File: src/rtl/csr_pipe_chain.sv
// CSR pipeline chain from EX to WB. Each stage has its own bubble and flush.
// The new CSR value is computed at EX. In-flight CSR writes are forwarded to the instruction entering EX.
module csr_pipe_chain #(
  parameter int XLEN   = 32,
  parameter int ADDR_W = 12,
  parameter int STAGES = 3
) (
  input  logic              clk,
  input  logic              rst,
  input  logic [STAGES-1:0] bubble,
  input  logic [STAGES-1:0] flush,
  input  logic              in_valid,
  input  logic [1:0]        in_mask_func,
  input  logic              in_csr_read_en,
  input  logic              in_csr_write_en,
  input  logic [ADDR_W-1:0] in_csr_dest,
  input  logic [XLEN-1:0]   in_csr_out,
  input  logic [XLEN-1:0]   in_operand,
  output logic              ex_valid,
  output logic [1:0]        ex_mask_func,
  output logic              ex_csr_read_en,
  output logic              ex_csr_write_en,
  output logic [ADDR_W-1:0] ex_csr_dest,
  output logic [XLEN-1:0]   ex_operand,
  output logic [XLEN-1:0]   ex_csr_out,
  output logic [XLEN-1:0]   ex_csr_new,
  output logic              ex_fwd_hit,
  output logic              wb_csr_we,
  output logic [ADDR_W-1:0] wb_csr_dest,
  output logic [XLEN-1:0]   wb_csr_new
);

  localparam logic [1:0] MF_NONE = 2'b00;
  localparam logic [1:0] MF_RW   = 2'b01;
  localparam logic [1:0] MF_RS   = 2'b10;
  localparam logic [1:0] MF_RC   = 2'b11;

  typedef struct packed {
    logic              valid;
    logic [1:0]        mask_func;
    logic              read_en;
    logic              write_en;
    logic [ADDR_W-1:0] dest;
    logic [XLEN-1:0]   old_val;
    logic [XLEN-1:0]   operand;
    logic [XLEN-1:0]   new_val;
    logic              fwd_hit;
  } stage_t;

  stage_t            stage_q [STAGES];
  stage_t            stage_d [STAGES];
  stage_t            id_slot;
  logic [XLEN-1:0]   eff_new [STAGES];
  logic              fwd_hit;
  logic [XLEN-1:0]   fwd_val;
  int                prev;

  always_comb begin
    ex_csr_new = stage_q[0].old_val;
    case (stage_q[0].mask_func)
      MF_RW:   ex_csr_new = stage_q[0].operand;
      MF_RS:   ex_csr_new = stage_q[0].old_val | stage_q[0].operand;
      MF_RC:   ex_csr_new = stage_q[0].old_val & ~stage_q[0].operand;
      MF_NONE: ex_csr_new = stage_q[0].old_val;
      default: ex_csr_new = stage_q[0].old_val;
    endcase
  end

  // Stage 0 has no stored new value yet, so its combinational result stands in for it
  always_comb begin
    eff_new[0] = ex_csr_new;
    for (int j = 1; j < STAGES; j++) begin
      eff_new[j] = stage_q[j].new_val;
    end
  end

  // Scan oldest to youngest so the lowest-index match overwrites earlier ones
  always_comb begin
    fwd_hit = 1'b0;
    fwd_val = in_csr_out;
    if (in_valid && (in_csr_read_en || in_csr_write_en)) begin
      for (int j = STAGES - 1; j >= 0; j--) begin
        if (stage_q[j].valid && stage_q[j].write_en && (stage_q[j].dest == in_csr_dest)) begin
          fwd_hit = 1'b1;
          fwd_val = eff_new[j];
        end
      end
    end
  end

  always_comb begin
    id_slot           = '0;
    id_slot.valid     = in_valid;
    id_slot.mask_func = in_mask_func;
    id_slot.read_en   = in_csr_read_en;
    id_slot.write_en  = in_csr_write_en;
    id_slot.dest      = in_csr_dest;
    id_slot.old_val   = fwd_val;
    id_slot.operand   = in_operand;
    id_slot.fwd_hit   = fwd_hit;
  end

  // A stage whose upstream is held takes an empty slot so the held instruction is not duplicated
  always_comb begin
    prev = 0;
    for (int i = 0; i < STAGES; i++) begin
      prev       = (i > 0) ? i - 1 : 0;
      stage_d[i] = stage_q[i];
      if (!bubble[i]) begin
        if (flush[i]) begin
          stage_d[i] = '0;
        end else if (i == 0) begin
          stage_d[i] = id_slot;
        end else if (bubble[prev]) begin
          stage_d[i] = '0;
        end else begin
          stage_d[i]         = stage_q[prev];
          stage_d[i].new_val = eff_new[prev];
        end
      end
    end
  end

  always_ff @(posedge clk) begin
    for (int i = 0; i < STAGES; i++) begin
      if (rst) begin
        stage_q[i] <= '0;
      end else begin
        stage_q[i] <= stage_d[i];
      end
    end
  end

  assign ex_valid        = stage_q[0].valid;
  assign ex_mask_func    = stage_q[0].mask_func;
  assign ex_csr_read_en  = stage_q[0].read_en;
  assign ex_csr_write_en = stage_q[0].write_en;
  assign ex_csr_dest     = stage_q[0].dest;
  assign ex_operand      = stage_q[0].operand;
  assign ex_csr_out      = stage_q[0].old_val;
  assign ex_fwd_hit      = stage_q[0].fwd_hit;

  // Gating with rst keeps the CSR file from taking a write on the reset edge
  assign wb_csr_we   = stage_q[STAGES-1].valid & stage_q[STAGES-1].write_en & ~rst;
  assign wb_csr_dest = stage_q[STAGES-1].dest;
  assign wb_csr_new  = stage_q[STAGES-1].new_val;

endmodule

File: config.mk
export PLATFORM = sky130hd
export DESIGN_NAME = csr_pipe_chain
export DESIGN_NICKNAME = d
export VERILOG_FILES = /design/src/rtl/csr_pipe_chain.sv
export SDC_FILE = /design/constraint.sdc
export NUM_CORES = 1
export LEC_CHECK = 0
export CAP_MARGIN = 40
export CORE_ASPECT_RATIO = 0.8
export CORE_MARGIN = 8
export CORE_UTILIZATION = 45
export DETAILED_ROUTE_END_ITERATION = 10
export PLACE_DENSITY = 0.73
export REMOVE_ABC_BUFFERS = 1
export SYNTH_ARGS = -nofsm -noshare
export SYNTH_HDL_FRONTEND = slang
export SYNTH_SLANG_ARGS = --single-unit
File: constraint.sdc
create_clock -name clk -period 3 [get_ports clk]
set_input_delay 0.3 -clock clk [delete_from_list [all_inputs] [get_ports clk]]
set_output_delay 0.3 -clock clk [all_outputs]
set_load 0.05 [all_outputs]
==> results, run 1 <==
- The total leakage power is 4.27 nW.
- The initial antenna violation count is 1.
- The worst hold path begins at bubble[1].
- Using the TritonRoute via totals, the vias-per-cell ratio works out to 5.92.
- The top cell type by total area after synthesis is sky130_fd_sc_hd__dfxtp_1.
- The peak ir drop on the vdd network is 325 uV.
- The final routed wirelength across all metal layers is 30000 um.
- The worst hold path belongs to the class in -> reg.
- The library cells used most frequently in the layout, excluding fill and tap cells, are sky130_fd_sc_hd__clkdlybuf4s50_1, sky130_fd_sc_hd__nor2_1, sky130_fd_sc_hd__dfxtp_1.
- The tool flagged a number of max-cap violations equal to 0.
- Headroom to the max-slew limit came out at 40.4%.
- On the final layout, the worst clock skew is 0.0101 ns.
- The level count of the clock H-tree is 4.
- Data arrives at the worst endpoint at 2.44 ns.
- The count of clock tree sinks is 174.
- The first TritonRoute pass finished after 7 iterations.
- The TritonCTS clock tree is built.
- The layout cell share with drive strength beyond 1 is 13.4%.
- The library cell used most frequently in the layout, excluding fill and tap cells, is sky130_fd_sc_hd__clkdlybuf4s50_1.
- The I/O pin total is 248.
- Hold timing on the final database bottoms out at a slack of 0.271 ns.
- The maximum frequency from static timing analysis is 0.365 GHz.
- After layout, the minimum clock period comes to 2.74 ns.
- The clock network latency to the later pin of the worst-skew pair is 0.43 ns.
- The number of hold buffers added after CTS was 0.
- The clock passes through at most 2 buffers.
- The instance count along the most critical hold path is 3.
- The type of destination of the critical path is a primary output.
- In this run the cell area of the synthesized design comes to 8820 sq um.
- The gate count after technology mapping is 1012.
- Cells fill 60.0% of the core in the end.
- Setup violations remaining at the end of the flow were counted as 0.
- A synthesized cell averages 8.72 sq um.
- The congestion estimate from routability-driven global placement came to 0.796.
- In this run the vertical extent of the chip is 141 um.
- The floorplan has 45 rows.
- Entering global routing, the biggest net connects 175 pins.
- The routed layout has 8328 vias.
- The largest registers in the layout are stage_q: 174 flops.
- The slew of the pin with the lowest slew margin is 0.894 ns.
- The number of antenna-violating nets in the routed design is 0.
- The clock-pin slew of the registers on the worst-case setup and hold paths is 0.07 ns.
- The core box area is 19100 sq um.
- The startpoint of the worst register-to-register path is stage_q[0][112]$_SDFFE_PP0N_.
- The die covers 24400 sq um.
- The quantity of I/O buffers inserted on ports is 247.
- The number of global-route vias before repair came to 8309.
- The starting density of the core is 46.2%.
- The flip-flop count of the largest register, all copies and words added is 174.
- In the global route stage, overall resource usage came out at 23.6%.
- After detailed routing, the average wire length per cell comes to 21.3 um.
- The number of max-slew violations in the final report is 0.
- The biggest fanout along the worst timing path is 19.
- The sequential element share of the synthesized area is 39.5%.
- The final-report hold violation count was 0.
- The detailed-route DRC error count is 0.
- The finished cells cover 11400 sq um.
- The required time of the worst setup path is 2.70 ns.
- The flow ran to the end, and the final reports show no timing, DRC or antenna violations.
- Once the clock tree was built, the resizer swapped 0 gates to a different size.
- The synthesized netlist contains 38 unique library cells.
- Clock tree synthesis inserted a total of 17 buffers.
- The critical path startpoint is stage_q[0][112]$_SDFFE_PP0N_.
- For the worst flop-to-flop path, the logic depth is 7.
- The placed cell area is 10800 sq um.
- The detailed router finished its first iteration with 638 violations.
- In this run, synthesis produced a sequential element count of 174.
- The width of the die is 173 um.
- For this run, the number of Yosys warnings is 0.
- The HPWL after detailed placement is 19300 um.
- The category of the critical setup timing path is reg -> out.
- In this run the power density over the cells is 497 nW/um^2.
- The first global-routing pass estimated 46900 um of wire.
- The type of origin of the critical path is a register.
- In this run the clock root is driven by a sky130_fd_sc_hd__clkbuf_16.
- The area growth from synthesis to layout is 29.7%.
- Setup repair after global routing left no endpoint under its margin.
- By area the synthesized netlist is led by sky130_fd_sc_hd__dfxtp_1, sky130_fd_sc_hd__a22oi_1, sky130_fd_sc_hd__nor2_1, sky130_fd_sc_hd__buf_4, sky130_fd_sc_hd__a221oi_2.
- The net count of the finished layout is 1223.
- The share of synthesized area in the top cell type comes to 39.5%.
- Summed over all layers, the global routing overflow is 0.
- Ranked by flip-flop count, first place goes to stage_q.
- The fraction of the cycle the final worst path needs is 91.3%.
- The number of buffers inserted to repair setup after CTS is 0.
cells in the mapped netlist (all sizes together):
cell,instances
nor2,176
dfxtp,174
a22oi,140
buf,91
clkbuf,76
nand2,36
a21oi,34
or2,34
o21ai,33
a211oi,32
a221o,32
a221oi,32
a31oi,32
mux2i,32
xor2,26
xnor2,10
nor4,5
nor3,4
nand4,3
and2,1
and3,1
and4,1
inv,1
nand2b,1
nand3,1
nor3b,1
o211ai,1
o21a,1
or4,1
routing by layer:
| layer | share of wire (%) | vias to the layer above | track usage (%) |
|---|---|---|---|
| met5 | 0 | - | 1.24 |
| met4 | 1.4 | 0 | 6.85 |
| met3 | 9.1 | 26 | 7.93 |
| met1 | 44 | 4038 | 29.4 |
| met2 | 46 | 368 | 38.1 |
| li1 | - | 3896 | - |
worst max-delay path, stage by stage, from the launching register on:
cell,delay [ns]
sky130_fd_sc_hd__dfxtp_1,0.38
sky130_fd_sc_hd__nand2b_2,0.44
sky130_fd_sc_hd__buf_4,0.31
sky130_fd_sc_hd__a21oi_1,0.09
sky130_fd_sc_hd__a211oi_1,0.48
sky130_fd_sc_hd__buf_4,0.31
path summary, 6_finish.rpt:
kind,endpoint,slack [ns]
hold / removal,stage_q[1][25]$_SDFFE_PP0N_,0.27
hold reg to reg,stage_q[0][0]$_SDFFE_PP0N_,0.49
setup reg to reg,stage_q[0][92]$_SDFFE_PP0N_,0.61
setup / recovery,ex_csr_new[10],0.26
power by group:
part	switching, mW	internal [mW]	leakage (nW)
combinational	0.557	0.346	2.55
sequential	0.0593	2.36	1.41
clock	0.959	1.41	0.307
layout make-up:
class | count | area, sq um
clock buffers | 21 | 480
multi-input cells | 670 | 4410
fillers | 1655 | 7640
diodes | 1 | 2.50
clock inverters | 11 | 154
flip-flops and latches | 174 | 3480
well taps | 258 | 323
inverters | 1 | 3.75
repair buffers | 270 | 2590
per-stage QoR:
step           TNS [ns]  total power, mW  std cells  setup WS, ns
6_report              0             5.69       1406         0.262
3_5_place_dp          0             3.36       1373         0.220
2_1_floorplan    -26.52             2.92        845        -0.487
5_1_grt               0             5.88       1406        0.0734
3_3_place_gp          0             3.35       1373         0.302
4_1_cts               0             5.72       1405         0.207
logic make-up (layout without fill, tap and decap cells):
logic type | count (synthesis) | count (layout) | synth area share, %
DFF | 174 | 174 | 39.5
muxes | 32 | 32 | 3.63
other | 0 | 1 | 0
xor gates and xnor gates | 36 | 36 | 3.57
buffers and inverters | 168 | 303 | 10.9
AOI/OAI and AO/OA | 337 | 337 | 29.3
and+or+nand+nor | 265 | 265 | 13.1
(Power assumes the default switching activity.)
==> run 2, diff against run 1 <==
Settings changed: CTS_CLUSTER_SIZE from default to 30, GPL_TIMING_DRIVEN from default to 0.
==> run 2 against run 1 <==
Compared with the run above:
- worst hold slack improved by 0.060 ns
- cell area is 1.4% higher
- sequential power hardly changed
- critical endpoint is now ex_csr_new[4]
- largest cell class unchanged
- largest power group unchanged
==> results, run 2 (synthesis results as in run 1) <==
- The flow ran to the end, and the final reports show no timing, DRC or antenna violations.
- The worst-path cell with the longest stage delay is sky130_fd_sc_hd__dlygate4sd2_1.
- The post-route setup TNS is 0 ns (unchanged).
- The peak ir drop on the vdd network is 289 uV (-11%).
- The routed via count is 8301 (-0.32%).
- The full die area is 24400 sq um (unchanged).
- The largest registers in the layout are stage_q: 174 flops.
- The maximum frequency from static timing analysis is 0.350 GHz (-4.2%).
- The number of cell instances on the worst register-to-register path was 6 (-1).
- The level count of the clock H-tree is 4 (unchanged).
- The final layout net count was 1225 (+0.16%).
- The met3 capacity usage during global routing is 8.04% (+0.11 points).
- The combinational group share of total power was 16.5% (+0.6 points).
- The type of destination of the critical path is a primary output.
- The worst hold slack is 0.331 ns (+0.0598 ns).
- In this run the critical register-to-register path is captured at stage_q[0][96]$_SDFFE_PP0N_.
- The total leakage power is 4.38 nW (+2.7%).
- The arrival time at the worst endpoint was 2.56 ns (+0.12 ns).
- The max capacitance violation total was 0 (unchanged).
- The instance count along the most critical hold path is 2 (-1).
- The number of global-route vias before repair is 8172 (-1.6%).
- The core box area came to 19100 sq um (unchanged).
- The TritonCTS clock tree is built.
- The startpoint of the worst register-to-register path is stage_q[0][99]$_SDFFE_PP0N_.
- The final routed wirelength across all metal layers was 30100 um (+0.48%).
- The worst hold path belongs to the class in -> reg.
- The library cell used most frequently in the layout, excluding fill and tap cells, is sky130_fd_sc_hd__clkdlybuf4s50_1.
- The post-route cell area is 11600 sq um (+1.4%).
- The required time of the worst setup path is 2.70 ns (about the same).
- After global routing, the most crowded layer is met2.
- The worst reg-to-reg setup slack is 0.20 ns (-0.41 ns).
- The iteration-0 DRC count of the detailed router is 834 (+31%).
- The relative slew slack was 40.1% (-0.32 points).
- The share of total power consumed by net switching is 28.9% (+1.2 points).
- Setup repair after global routing left no endpoint under its margin.
- From synthesis to final layout, the design area changed by 31.5%.
- The power per unit of standard cell area was 480 nW/um^2 (-3.4%).
- The clock period minus worst slack was 2.86 ns (+0.121 ns).
- The met2 capacity usage during global routing is 37.9% (-0.23 points).
- The final core utilization came to 60.8% (+0.81 points).
- The number of buffers added to fix hold violations after cts is 0 (unchanged).
- The signal on the critical path passes through or2_4 -> nor2_1 -> a211oi_1 -> dlygate4sd2_1.
- The stage delay of the slowest cell on the critical path is 0.60 ns (+0.12 ns).
- The global-route congestion overflow total was 0 (unchanged).
- The root buffer cell chosen for the clock tree is sky130_fd_sc_hd__clkbuf_16.
- The detailed-route DRC error count is 0 (unchanged).
- The final setup violation count came to 0 (unchanged).
- The placer's final routability congestion estimate is 0.755 (-5.1%).
- The maximum number of pins on one net before global-route repair is 105 (-40%).
- The biggest fanout along the worst timing path is 32 (+13).
- The number of detailed-route iterations in the first pass is 5 (-2).
- The placed cell area is 11000 sq um (+2.1%).
- The row count is 45 (unchanged).
- The setup clock skew after layout was 0.00964 ns (-0.000472 ns).
- The starting density of the core is 46.2% (unchanged).
- The layout cell share with drive strength beyond 1 was 11.0% (-2.5 points).
- The slew of the pin with the lowest slew margin is 0.899 ns (+0.00487 ns).
- The I/O pin total is 248 (unchanged).
- The vertical die dimension is 141 um (unchanged).
- In this design, the largest share of critical-path delay is due to buffers and inverters.
- The number of vias per cell after detailed routing is 5.90 (-0.40%).
- The number of antenna-violating nets in the routed design is 0 (unchanged).
- STA classifies the critical path startpoint as a register.
- The clock-pin slew of the registers on the worst-case setup and hold paths came to 0.07 ns (about the same).
- The reported net switching power is 1.61 mW (+2.3%).
- The clock network latency to the later pin of the worst-skew pair is 0.42 ns (about the same).
- The number of diodes is 0 (-1).
- The met1 usage in global routing is 30.9% (+1.4 points).
- The detailed-route wire length per cell was 21.4 um (+0.41%).
- The placed wire-length estimate was 20000 um (+3.6%).
- The design internal power is 3.96 mW (-3.8%).
- The quantity of I/O buffers inserted on ports came to 247 (unchanged).
- The number of buffers added by the clock tree synthesis step is 17 (unchanged).
- The fraction of the cycle the final worst path needs is 95.3% (+4.0 points).
- The count of clock tree sinks is 174 (unchanged).
- The initial antenna violation count was 0 (-1).
- The first-pass GRT wire length is 47700 um (+1.8%).
- Counting flops per register, the top entry is stage_q.
- The buffering stage count on the worst path with inverters included came to 1 (-1).
- The path with the worst hold slack has its endpoint at stage_q[0][110]$_SDFFE_PP0N_.
- The width of the die came to 173 um (unchanged).
- The origin of the worst min-delay path is rst.
- The flip-flop count of the largest register, all copies and words added is 174 (unchanged).
- The clock network fraction of design power is 40.1% (-1.6 points).
- In the layout the commonest cells are sky130_fd_sc_hd__clkdlybuf4s50_1, sky130_fd_sc_hd__nor2_1, sky130_fd_sc_hd__dfxtp_1.
- The relative contribution of sequential cells to total power was 43.4% (+0.9 points).
- The final-report hold violation count is 0 (unchanged).
- The global-route total usage across every layer is 23.8% (+0.27 points).
- The number of max-slew violations in the final report is 0 (unchanged).
- The number of buffers between clock root and the deepest sink is 2 (unchanged).
- The critical path is of the reg -> out type.
run 2: changes by cell type in the layout (fill, tap and decap cells not counted), moves of 2 or more:
cell                            change
sky130_fd_sc_hd__buf_16             +5
sky130_fd_sc_hd__buf_6              +6
sky130_fd_sc_hd__clkbuf_8           -4
sky130_fd_sc_hd__buf_8              +3
sky130_fd_sc_hd__buf_4             -44
sky130_fd_sc_hd__clkinv_2           +2
sky130_fd_sc_hd__dlygate4sd2_1     +31
run 2: through the flow:
stage	total power, mW	setup WS [ns]	cells
3_5_place_dp	3.39	-0.624	1373
4_1_cts	5.60	0.0802	1407
5_1_grt	5.77	0.00498	1407
2_1_floorplan	2.92	-0.487	845
3_3_place_gp	3.36	-7.77	1350
6_report	5.57	0.141	1407
run 2: timing repair:
action | in CTS | in global routing
setup endpoints to repair | 65 | 1
pin swaps | 2 | 0
resized for setup | 34 | 3
setup buffers | 2 | 0
run 2: layer usage:
metal | up-vias | routed length (um)
met5 | - | 0
met4 | 0 | 366
met3 | 31 | 2510
met2 | 335 | 13900
met1 | 4044 | 13400
li1 | 3891 | -
run 2: area by class of cell:
class	count	area, sq um
tap	258	323
fill	1660	7480
inverter	1	3.75
clock buffer	17	425
clock inverter	15	161
sequential	174	3480
multi-input combinational	670	4420
timing repair buffer	272	2790
run 2: how the worst max path moves through the flow:
stage / startpoint / depth (start not counted) / end / slack [ns]
after floorplan: stage_q[0][112]$_SDFFE_PP0N_ / 6 / stage_q[0][93]$_SDFFE_PP0N_ / -0.49
after global placement: bubble[0] / 4 / stage_q[0][77]$_SDFFE_PP0N_ / -7.77
after detailed placement: in_csr_dest[5] / 9 / stage_q[0][73]$_SDFFE_PP0N_ / -0.62
after CTS: stage_q[0][111]$_SDFFE_PP0N_ / 4 / ex_csr_new[1] / 0.08
after global routing: stage_q[0][111]$_SDFFE_PP0N_ / 4 / ex_csr_new[4] / 0.005
final: stage_q[0][111]$_SDFFE_PP0N_ / 4 / ex_csr_new[4] / 0.14
run 2: power groups by stage:
stage,registers [mW],clock network [mW],logic [mW]
after CTS,2.41,2.27,0.919
after global routing,2.42,2.37,0.980
after detailed placement,2.46,0,0.924
after floorplan,2.61,0,0.317
final,2.41,2.23,0.920
after global placement,2.46,0,0.893
==> run 3, diff against run 2 <==
Settings changed: CORE_MARGIN 8 to default.
==> run 3 against run 2 <==
Compared with the run above:
- clock skew rose by 0.0036 ns
- count of clock-buffer cells in the layout rose by 3
- flip-flop and latch count unchanged
- power increased by 0.36%
- critical path type unchanged
- largest power group unchanged
- largest cell class unchanged
==> results, run 3 (synthesis results as in run 1) <==
- The flow ran to the end, and the final reports show no timing, DRC or antenna violations.
- The layout cell share with drive strength beyond 1 came to 10.7% (-0.25 points).
- The register bank with the most flops is stage_q.
- The count of fill cells added during filler insertion was 1620 (-2.4%).
- The worst hold slack came to 0.344 ns (+0.0135 ns).
- The flip-flop and latch area is 3480 sq um (unchanged).
- The library cell used most frequently in the layout, excluding fill and tap cells, is sky130_fd_sc_hd__clkdlybuf4s50_1.
- The startpoint identified for the worst register-to-register timing path is stage_q[0][99]$_SDFFE_PP0N_.
- The clock-pin slew of the registers on the worst-case setup and hold paths is 0.07 ns (about the same).
- The slew of the pin with the lowest slew margin came to 0.830 ns (-0.0682 ns).
- The area occupied by multi-input gates was 4420 sq um (unchanged).
- The setup clock skew after layout is 0.0132 ns (+0.00359 ns).
- The tightest min-delay check is of the in -> reg type.
- The final layout net count was 1224 (-0.082%).
- The clock network latency to the later pin of the worst-skew pair is 0.43 ns (about the same).
- The number of detailed-route iterations in the first pass is 7 (+2).
- Following the worst setup path forward leads to its endpoint at ex_csr_new[13].
- The number of vias per cell after detailed routing is 5.94 (+0.75%).
- The number of buffers added to fix hold violations after cts is 0 (unchanged).
- The critical path starts at stage_q[0][111]$_SDFFE_PP0N_.
- The level count of the clock H-tree was 4 (unchanged).
- Setup repair after global routing left no endpoint under its margin.
- The flip-flop count of the largest register, all copies and words added was 174 (unchanged).
- The number of buffers between clock root and the deepest sink was 2 (unchanged).
- The clock period minus worst slack is 2.91 ns (+0.0543 ns).
- The global-route total usage across every layer is 28.5% (+4.6 points).
- The power per unit of standard cell area was 482 nW/um^2 (+0.54%).
- STA classifies the critical path startpoint as a register.
- The quantity of I/O buffers inserted on ports is 247 (unchanged).
- The I/O pin total is 248 (unchanged).
- The critical path is of the reg -> out type.
- The required time of the worst setup path is 2.70 ns (about the same).
- Clock tree synthesis selected as its root buffer the cell sky130_fd_sc_hd__clkbuf_16.
- The detailed-route DRC error count is 0 (unchanged).
- The number of buffers inserted to repair setup after CTS was 0 (-2).
- The final-report hold violation count is 0 (unchanged).
- The number of global-route vias before repair is 7713 (-5.6%).
- The routed via count is 8357 (+0.67%).
- The first-pass GRT wire length is 44500 um (-6.7%).
- The core box area is 19100 sq um (unchanged).
- The peak ir drop on the vdd network was 304 uV (+5.1%).
- The total chip power is 5.59 mW (+0.36%).
- The biggest fanout along the worst timing path is 32 (unchanged).
- The largest registers in the layout are stage_q: 174 flops.
- The total leakage power came to 4.37 nW (-0.27%).
- The relative slew slack is 44.5% (+4.4 points).
- The final setup violation count came to 0 (unchanged).
- The number of antenna-violating nets in the routed design was 0 (unchanged).
- The maximum number of pins on one net before global-route repair is 98 (-6.7%).
- The fraction of the cycle the final worst path needs is 97.1% (+1.8 points).
- The area growth from synthesis to layout is 31.2%.
- The iteration-0 DRC count of the detailed router is 772 (-7.4%).
- The width of the die was 159 um (-8.1%).
- The number of buffers added by the clock tree synthesis step came to 17 (unchanged).
- The detailed-route wire length per cell is 20.4 um (-4.7%).
- The max capacitance violation total came to 0 (unchanged).
- The TritonCTS clock tree is built.
- The number of diodes is 0 (unchanged).
- The worst setup path is captured at a primary output.
- The count of clock tree sinks is 174 (unchanged).
- The row count was 45 (unchanged).
- The maximum frequency from static timing analysis was 0.343 GHz (-1.9%).
- The placer's final routability congestion estimate is 0.796 (+5.3%).
- The top cell types in the final layout, fill and taps aside, are sky130_fd_sc_hd__clkdlybuf4s50_1, sky130_fd_sc_hd__nor2_1, sky130_fd_sc_hd__dfxtp_1.
- The global-route congestion overflow total is 0 (unchanged).
- The arrival time at the worst endpoint came to 2.61 ns (+0.05 ns).
- The placed wire-length estimate is 18000 um (-9.6%).
- The final routed wirelength across all metal layers is 28700 um (-4.8%).
- The vertical die dimension is 127 um (-9.9%).
- The destination of the worst register-to-register timing path is stage_q[0][83]$_SDFFE_PP0N_.
- The full die area came to 20200 sq um (-17%).
- The number of max-slew violations in the final report is 0 (unchanged).
- The worst reg-to-reg setup slack came to 0.17 ns (-0.03 ns).
- The initial antenna violation count came to 1 (+1).
- The number of cell instances on the worst register-to-register path is 6 (unchanged).
- The starting density of the core came to 46.2% (unchanged).
[run 3: through the flow]
step,util (%),setup WS (ns),setup TNS (ns),cell area [sq um],cells
6_report,60.7,0.0869,0,11600,1406
5_1_grt,60.7,0.00101,0,11600,1406
4_1_cts,60.7,0.0343,0,11600,1406
3_5_place_dp,57.8,-0.404,-12.43,11000,1374
3_3_place_gp,55.9,-7.92,-1200.52,10700,1350
2_1_floorplan,-,-0.487,-26.52,7870,845
[run 3: layer usage]
layer / wire [um] / global-route usage, % / share of wire (%) / vias up
met1: 12900 / 40.2 / 45 / 4072
met4: 206 / 6.67 / 0.72 / 2
met2: 13200 / 43.5 / 46 / 362
met5: 12 / 0 / 0.042 / -
met3: 2380 / 6.82 / 8.3 / 25
li1: - / - / - / 3896
[run 3: worst min path at each step]
stage          cells after the start                       start                            to
2_1_floorplan                      1                         rst    stage_q[0][0]$_SDFFE_PP0N_
3_3_place_gp                       2  stage_q[0][0]$_SDFFE_PP0N_    stage_q[0][0]$_SDFFE_PP0N_
3_5_place_dp                       2  stage_q[0][0]$_SDFFE_PP0N_    stage_q[0][0]$_SDFFE_PP0N_
4_1_cts                            2                         rst   stage_q[0][37]$_SDFFE_PP0N_
5_1_grt                            2                         rst   stage_q[0][37]$_SDFFE_PP0N_
6_report                           2                         rst  stage_q[0][109]$_SDFFE_PP0N_
[run 3: worst max-delay path, cell delays in order, from the launching register on]
cell and delay (ns):
sky130_fd_sc_hd__dfxtp_1 0.44, sky130_fd_sc_hd__or2_4 0.49, sky130_fd_sc_hd__nor2_1 0.07, sky130_fd_sc_hd__a211oi_1 0.57, sky130_fd_sc_hd__dlygate4sd2_1 0.60
[run 3: layout make-up]
class                      instances  area share [%]
sequential                       174            30.1
tap                              258            2.79
multi-input combinational        670            38.2
clock buffer                      20            3.86
timing repair buffer             271            23.9
inverter                           1          0.0324
clock inverter                    12            1.16
[run 3: report_power, final]
group | switching (mW) | internal (mW) | leakage (nW) | total (mW)
Combinational | 0.557 | 0.358 | 2.68 | 0.915
Clock | 0.997 | 1.26 | 0.282 | 2.26
Sequential | 0.0579 | 2.36 | 1.41 | 2.41
Total | 1.61 | 3.98 | 4.37 | 5.59
[run 3: what timing repair did]
action	CTS	global route
endpoints found under the setup margin	32	34
cloned	0	0
resized for setup	34	6
hold endpoints to repair	0	0
pin swaps	0	2
==> RTL edit, RTL diff (settings of run 1) <==
Register the input `in_valid` before use, without a reset. The logic sees it one clock later. The other inputs are not delayed to match.
--- a/src/rtl/csr_pipe_chain.sv
+++ b/src/rtl/csr_pipe_chain.sv
@@ -47,6 +47,12 @@
     logic              fwd_hit;
   } stage_t;
 
+  logic in_valid_q;
+
+  always_ff @(posedge clk) begin
+    in_valid_q <= in_valid;
+  end
+
   stage_t            stage_q [STAGES];
   stage_t            stage_d [STAGES];
   stage_t            id_slot;
@@ -78,7 +84,7 @@
   always_comb begin
     fwd_hit = 1'b0;
     fwd_val = in_csr_out;
-    if (in_valid && (in_csr_read_en || in_csr_write_en)) begin
+    if (in_valid_q && (in_csr_read_en || in_csr_write_en)) begin
       for (int j = STAGES - 1; j >= 0; j--) begin
         if (stage_q[j].valid && stage_q[j].write_en && (stage_q[j].dest == in_csr_dest)) begin
           fwd_hit = 1'b1;
@@ -90,7 +96,7 @@
 
   always_comb begin
     id_slot           = '0;
-    id_slot.valid     = in_valid;
+    id_slot.valid     = in_valid_q;
     id_slot.mask_func = in_mask_func;
     id_slot.read_en   = in_csr_read_en;
     id_slot.write_en  = in_csr_write_en;
Check against the original RTL: not settled (the Yosys comparison gave no result); the edit may change what the design does.
==> RTL edit against run 1 <==
Global-route usage increased by 0.75 points. Total power is 4.1% lower. Via count increased by 1.7%. Sequential cell count grew 1. Area after synthesis grew 0.23%. Cell area is 4.3% higher. Setup slack improved by 0.13 ns. Wire length increased by 2.8%. Non-clock buffer count up 16.
==> RTL edit: results (changes against run 1) <==
top cells by count, synth=176 x nor2_1, 175 x dfxtp_1, 140 x a22oi_1; Post-Synthesis Cells=1013 (+0.099%); global-route wire length before repair=48.0 mm (+2.5%); initial antenna violation count=2 (+1); Post-Route Skew=0.00835 ns (-0.00177 ns); synth top area cells=dfxtp_1 40%, a22oi_1 12%, nor2_1 7.5%, buf_4 6.5%, a221oi_2 3.7%; worst reg-to-reg setup slack=0.68 ns (+0.07 ns); Num CTS Buffers=17 (unchanged); min-delay worst type=input port to register; hpwl dp=20.0 mm (+3.8%); Finished Layout Cells=1428 (+1.6%); Crit Path Max Fanout=23 (+4); post-CTS setup repair buffer count=0 (unchanged); Placement Setup Slack=0.239 ns (+0.0187 ns); Final Cycle Share=0.869 (-0.0433); status=complete, no violations; wire length per cell=21.6 um (+1.2%); routability cong.=0.853 (+7.2%); CTS Buffer Depth=2 (unchanged); CP peak stage delay=0.66 ns (+0.18 ns); GR Util All Layers=0.243 (+0.00746); largest net degree at the start of global routing=81 (-54%); Synth async-reset ratio=0 (unchanged); Yosys cell types=38 (unchanged); layout cells sized above 1=0.144 (+0.0101); nets=1240 (+1.4%); Crit path arrival time=2.31 ns (-0.13 ns); n_diodes=0 (-1); TritonRoute pass-1 iters=5 (-2); Pleak=4.40 nW (+3.2%); vias in the first global route=8368 (+0.71%); 1st-iter DRT viols=976 (+53%); Largest regs=stage_q x174, in_valid_q x1; Layout fillers=1698 (+2.6%); VDD IR max=0.291 mV (-11%); Worst-Margin Slew=0.948 ns (+0.0548 ns); Seq/Total Area, Yosys=0.396 (+0.00137); DR vias/cell=5.93 (+0.10%); CP top delay family=compound AO/OA/AOI/OAI gates; yosys warns=0 (unchanged); Starting Density=0.452 (-0.0104); clock root cell=clkbuf_16
[RTL edit: cell count changes in the layout (fill, tap and decap cells not counted), moves of 3 or more]
cell | before | now
clkinv_2 | 1 | 4
bufinv_16 | 3 | 0
buf_4 | 53 | 34
clkinvlp_4 | 2 | 6
buf_12 | 3 | 37
clkbuf_8 | 4 | 1
[RTL edit: through the flow]
| stage | hold WS, ns | power [mW] | instance area [um^2] |
|---|---|---|---|
| global placement | 0.488 | 3.42 | 11400 |
| finish | 0.298 | 5.46 | 11900 |
| floorplan | 0.328 | 2.94 | 7890 |
| CTS | 0.281 | 5.48 | 11900 |
| detailed placement | 0.511 | 3.44 | 11400 |
| global route | 0.311 | 5.65 | 11900 |
[RTL edit: metal layers]
metal | routed length (um) | GRT usage
met3 | 2780 | 0.0778
met2 | 13700 | 0.376
met1 | 13700 | 0.318
met4 | 563 | 0.0797
met5 | 27 | 0
[RTL edit: power by group]
group / switching [mW] / leakage [nW] / total, mW / internal (mW)
Combinational: 0.572 / 2.74 / 0.966 / 0.395
Sequential: 0.0603 / 1.42 / 2.43 / 2.37
Clock: 0.977 / 0.248 / 2.06 / 1.08
Total: 1.61 / 4.40 / 5.46 / 3.85
[RTL edit: area by class of cell]
cell class,count,share of cell area
timing repair buffer,286,0.264
clock buffer,19,0.0371
multi-input combinational,670,0.369
inverter,1,0.000314
tap,264,0.0277
sequential,175,0.294
clock inverter,13,0.00765
[RTL edit: final timing paths]
path | startpoint | to | depth (start not counted)
worst max register to register | stage_q[0][112]$_SDFFE_PP0N_ | stage_q[0][96]$_SDFFE_PP0N_ | 7
worst max-delay path | stage_q[0][112]$_SDFFE_PP0N_ | ex_csr_new[31] | 5
worst min-delay path | bubble[0] | stage_q[0][72]$_SDFFE_PP0N_ | 3
worst min register to register | stage_q[1][23]$_SDFFE_PP0N_ | stage_q[2][23]$_SDFFE_PP0N_ | 2
[RTL edit: cells by family after synthesis]
group	Yosys count	synth area share
xor+xnor	36	0.0356
simple gates	265	0.131
flops	175	0.396
compound gates	337	0.293
buf+inv	168	0.109
mux	32	0.0362
[RTL edit: worst min-delay path, delay by kind of cell]
kind                   cells  cell delay [ns]
buffers and inverters      1             0.20
and+or+nand+nor            1             0.11
AOI/OAI and AO/OA          1             0.06
